File: src/rtl/ram_arb_pkg.sv
// Shared types and constants for the two-master RAM port arbiter.
package ram_arb_pkg;

    typedef logic [0:0] mst_idx_t;

    localparam logic [31:0] ERR_RDATA = 32'hBADACCE5;

    typedef struct packed {
        logic [31:0] addr;
        logic        we;
        logic [3:0]  be;
        logic [31:0] wdata;
    } bus_req_t;

endpackage

File: src/rtl/rr_arb2.sv
// Two-input round-robin arbiter; the pointer names the master that wins a tie
// and flips to the other master after every grant.
module rr_arb2
    import ram_arb_pkg::*;
(
    input  logic       clk,
    input  logic       rst_i,
    input  logic [1:0] req,
    output logic [1:0] gnt
);

    mst_idx_t prio_q;

    always_comb begin
        gnt = 2'b00;
        if (!rst_i) begin
            if (req == 2'b11) begin
                gnt = (prio_q == 1'b1) ? 2'b10 : 2'b01;
            end else begin
                gnt = req;
            end
        end
    end

    always_ff @(posedge clk) begin
        if (rst_i) begin
            prio_q <= 1'b0;
        end else if (gnt[0]) begin
            prio_q <= 1'b1;
        end else if (gnt[1]) begin
            prio_q <= 1'b0;
        end
    end

endmodule

File: src/rtl/ram_port_arbiter.sv
// Arbitrates fetch (M0) and load/store (M1) onto a single-port RAM, decodes the
// RAM window and routes the 1-cycle read response back to the granted master.
module ram_port_arbiter
    import ram_arb_pkg::*;
#(
    parameter int          RAM_SIZE   = 32768,
    parameter int          ADDR_WIDTH = $clog2(RAM_SIZE),
    parameter int          DATA_WIDTH = 32,
    parameter logic [31:0] BASE_ADDR  = 32'h0010_0000
) (
    input  logic                    clk,
    input  logic                    rst_i,

    input  logic                    m0_req_i,
    output logic                    m0_gnt_o,
    input  logic [31:0]             m0_addr_i,
    input  logic                    m0_we_i,
    input  logic [DATA_WIDTH/8-1:0] m0_be_i,
    input  logic [DATA_WIDTH-1:0]   m0_wdata_i,
    output logic                    m0_rvalid_o,
    output logic [DATA_WIDTH-1:0]   m0_rdata_o,
    output logic                    m0_err_o,

    input  logic                    m1_req_i,
    output logic                    m1_gnt_o,
    input  logic [31:0]             m1_addr_i,
    input  logic                    m1_we_i,
    input  logic [DATA_WIDTH/8-1:0] m1_be_i,
    input  logic [DATA_WIDTH-1:0]   m1_wdata_i,
    output logic                    m1_rvalid_o,
    output logic [DATA_WIDTH-1:0]   m1_rdata_o,
    output logic                    m1_err_o,

    output logic                    ram_en_o,
    output logic [ADDR_WIDTH-1:0]   ram_addr_o,
    output logic                    ram_we_o,
    output logic [DATA_WIDTH/8-1:0] ram_be_o,
    output logic [DATA_WIDTH-1:0]   ram_wdata_o,
    input  logic [DATA_WIDTH-1:0]   ram_rdata_i
);

    // 33-bit end bound so a window at the top of the address map cannot wrap.
    localparam logic [32:0] WIN_END = {1'b0, BASE_ADDR} + 33'(RAM_SIZE);

    bus_req_t   m0_bus;
    bus_req_t   m1_bus;
    bus_req_t   win_bus;
    logic [1:0] gnt;
    mst_idx_t   sel;
    logic       any_gnt;
    logic       in_win;

    logic       rsp_vld_q;
    mst_idx_t   rsp_own_q;
    logic       rsp_err_q;
    logic       rsp_we_q;
    logic       rsp_live;
    logic [DATA_WIDTH-1:0] rsp_data;

    assign m0_bus = '{addr: m0_addr_i, we: m0_we_i, be: m0_be_i, wdata: m0_wdata_i};
    assign m1_bus = '{addr: m1_addr_i, we: m1_we_i, be: m1_be_i, wdata: m1_wdata_i};

    rr_arb2 u_arb (
        .clk   (clk),
        .rst_i (rst_i),
        .req   ({m1_req_i, m0_req_i}),
        .gnt   (gnt)
    );

    assign m0_gnt_o = gnt[0];
    assign m1_gnt_o = gnt[1];
    assign any_gnt  = |gnt;
    assign sel      = gnt[1];
    assign win_bus  = (sel == 1'b1) ? m1_bus : m0_bus;

    assign in_win = (win_bus.addr >= BASE_ADDR) && ({1'b0, win_bus.addr} < WIN_END);

    assign ram_en_o    = any_gnt && in_win;
    assign ram_we_o    = ram_en_o && win_bus.we;
    assign ram_addr_o  = ADDR_WIDTH'(win_bus.addr - BASE_ADDR);
    assign ram_be_o    = win_bus.be;
    assign ram_wdata_o = win_bus.wdata;

    always_ff @(posedge clk) begin
        if (rst_i) begin
            rsp_vld_q <= 1'b0;
            rsp_own_q <= 1'b0;
            rsp_err_q <= 1'b0;
            rsp_we_q  <= 1'b0;
        end else begin
            rsp_vld_q <= any_gnt;
            rsp_own_q <= sel;
            rsp_err_q <= !in_win;
            rsp_we_q  <= win_bus.we;
        end
    end

    // A response still in flight while reset is asserted is suppressed.
    assign rsp_live = rsp_vld_q && !rst_i;

    always_comb begin
        rsp_data = ram_rdata_i;
        if (rsp_err_q) begin
            rsp_data = DATA_WIDTH'(ERR_RDATA);
        end else if (rsp_we_q) begin
            rsp_data = '0;
        end
    end

    assign m0_rvalid_o = rsp_live && (rsp_own_q == 1'b0);
    assign m1_rvalid_o = rsp_live && (rsp_own_q == 1'b1);
    assign m0_err_o    = m0_rvalid_o && rsp_err_q;
    assign m1_err_o    = m1_rvalid_o && rsp_err_q;
    assign m0_rdata_o  = m0_rvalid_o ? rsp_data : '0;
    assign m1_rdata_o  = m1_rvalid_o ? rsp_data : '0;

endmodule
File: config.mk
export PLATFORM = sky130hd
export DESIGN_NAME = ram_port_arbiter
export DESIGN_NICKNAME = d
export VERILOG_FILES = /design/src/rtl/ram_arb_pkg.sv /design/src/rtl/rr_arb2.sv /design/src/rtl/ram_port_arbiter.sv
export SDC_FILE = /design/constraint.sdc
export NUM_CORES = 1
export LEC_CHECK = 0
export CAP_MARGIN = 20
export CORE_AREA = 2 2 117 119
export DETAILED_ROUTE_END_ITERATION = 10
export DIE_AREA = 0 0 119 121
export GPL_TIMING_DRIVEN = 0
export PLACE_DENSITY = 0.54
export SYNTH_ARGS = -nofsm -noshare
export SYNTH_HDL_FRONTEND = slang
export SYNTH_SLANG_ARGS = --single-unit
File: constraint.sdc
create_clock -name clk -period 4.7 [get_ports clk]
set_clock_uncertainty 0.1 [all_clocks]
set_input_delay 0.94 -clock clk [delete_from_list [all_inputs] [get_ports clk]]
set_output_delay 0.94 -clock clk [all_outputs]
set_load 0.005 [all_outputs]
==> results <==
==> through the flow <==
stage                     hold slack (ns)  power [mW]  util, %
after floorplan                     0.352       0.179        -
after global placement              0.367       0.436     38.1
after detailed placement            0.386       0.440     38.1
after CTS                           0.394       0.585     38.7
after global routing                0.408       0.610     38.7
final                               0.389       0.576     38.7
==> critical path, stage by stage <==
cell and delay, ns:
clkdlybuf4s50_1 0.56, nor2b_4 0.25, nand2_4 0.15, buf_6 0.19, mux2_1 0.31, buf_4 0.13, clkdlybuf4s50_1 0.48
==> worst paths after layout <==
kind,from,end,slack (ns),cells past startpoint
setup reg to reg,u_arb.prio_q$_SDFFE_PP0P_,rsp_we_q$_SDFF_PP0_,3.27,4
hold / removal,u_arb.prio_q$_SDFFE_PP0P_,u_arb.prio_q$_SDFFE_PP0P_,0.39,2
hold reg to reg,u_arb.prio_q$_SDFFE_PP0P_,u_arb.prio_q$_SDFFE_PP0P_,0.39,2
setup / recovery,rst_i,ram_wdata_o[31],0.65,7
==> area by class of cell <==
| class | count | share of cell area (%) |
|---|---|---|
| Buffer | 67 | 9.56 |
| Clock buffer | 4 | 1.56 |
| Inverter | 7 | 0.519 |
| Multi-Input combinational cell | 179 | 23.6 |
| Sequential cell | 5 | 1.98 |
| Tap cell | 176 | 4.35 |
| Timing Repair Buffer | 296 | 58.5 |
==> metal layers <==
layer	vias to the layer above	global-route usage (%)	wire, um
li1	1404	-	-
met1	1243	13.0	3450
met2	165	25.1	5330
met3	12	3.95	886
met4	0	3.35	165
met5	-	0	0
==> report_power, final <==
group	internal, mW	switching (mW)
logic	0.281	0.108
clock network	0.112	0.0277
registers	0.0454	0.00137
==> cells by family after synthesis <==
kind of cell,count (synthesis)
buf+inv,74
mux,52
flops,5
simple gates,104
compound gates,23
==> cells in the final DEF (no fill, tap or decap), types with 2 or more instances in the layout <==
cell and count:
clkdlybuf4s50_1 296, nor2_1 73, buf_4 51, mux2_1 48, a21oi_1 20, nand2_1 13
clkbuf_1 9, inv_1 6, buf_6 5, dfxtp_1 5, nor4_1 4, buf_2 3
mux2_2 3, clkbuf_16 3, nand2b_1 2, nor4b_1 2
==> sequential cells by signal (all words and copies together) (netlist names) <==
signal and count:
u_arb.prio_q 1, rsp_vld_q 1, rsp_err_q 1, rsp_own_q 1, rsp_we_q 1
==> results.yml <==
outcome:
  outcome: "finished, final reports clean"
global_routing:
  track_usage_pct: 12.8
  grt_max_degree: 11
  grt_pass1_vias: 2901
  grt_overflow: 0
  grt_antenna_before_repair: 0
  grt_pass1_wl_um: 14800
logic_synthesis:
  ys_seq_elements: 5
  synth_edf_count: 0
  synth_most_common_cell: "nor2_1"
  yosysTopAreaCell: "mux2_1"
  synth_top_family_by_area: "multiplexers"
  syn_nets: 432
  synth_mux_area_share_pct: 32.4
  yosys.area_share.adder_pct: 0
  synthTopCellsByArea: "mux2_1 (30%), buf_4 (21%), nor2_1 (15%)"
  yosysWarnings: 0
  seq_area_frac_synth_pct: 5.55
  synth_top_area_share_pct: 30.0
  yosys.area_share.simple_pct: 25.5
  synth_commonest_cells: "nor2_1 (73), buf_4 (51), mux2_1 (48)"
  ys_types: 29
  synthCells: 258
  synth-async-reset-ratio_pct: 0
  synth_area_um2: 1800
  synth-compound-area-share_pct: 8.32
  synth_xor_area_share_pct: 0
  syn_area_per_cell_um2: 6.99
  synth_ff_type: "dfxtp_1"
clocking:
  cts-buffers-inserted: 3
  h-tree-depth: 1
  cts.sinks: 5
  cts_tree: "built"
  ctsHoldBuffers: 0
  cts.root.buffer_cell: "clkbuf_16"
  post_cts_buffers: 0
  clock_latency_ns: 0.23
  cts_buffer_depth: 2
  cts_resized: 0
  cts.reportedPaths.clkPinSlew_ns: 0.03
floorplanning:
  die_h_um: 121
  core-area_um2: 13100
  ios: 297
  die_width_um: 119
  start_util_pct: 13.8
  die_area_um2: 14400
  rows: 42
finish:
  fillers: 1344
  finish.instance_area_um2: 5070
  stdcell_count: 734
  seq_area_um2: 100
  antenna_cells: 0
  multi_input_area_um2: 1190
  areaGrowthSynthToFinish_pct: 181
  drive_gt1_share_pct: 12.4
  final_net_count: 733
power_and_ir_drop:
  p_per_area_nw_per_um2: 114
  p_leak_nw: 2.00
  vdd_drop_max_v: 0.0000716
routing:
  drc: 0
  num_vias: 2824
  firstDrtPassIters: 4
  wl_um: 9830
  final_antenna_net_count: 0
  viasPerCell: 3.85
  drt-initial-drc-count: 41
  avgRoutedWirePerCell_um: 13.4
run:
  cap_violations: 0
sta:
  slew_headroom_pct: 67.9
  finalHoldViolCount: 0
  max_freq_ghz: 0.247
  tightest_slew_ns: 0.482
  fin_setup_tns_ns: 0
  setup_violations: 0
  slew_violations: 0
  period_share_pct: 86.2
  rsz0062_at_grt: "no"
  fin_crit_ns: 4.05
  fin_ws_ns: 0.651
placement:
  place_area_um2: 4990
  portBuffers: 296
  hpwl_um: 8850
  dpl_worst_slack_ns: 0.622
  gp_congestion: 0.834
  place_inst: 730
setup_path:
  cp-end-kind: "output pin"
  worstPathMaxFanout: 10
  required_ns: 3.66
  crit_arrival_ns: 3.01
  critPathLaunchType: "input port"
  path_class: "in -> out"
worst_hold_path:
  hold_path.class: "reg -> reg"
No activity file was read; power rests on OpenSTA's default activity.
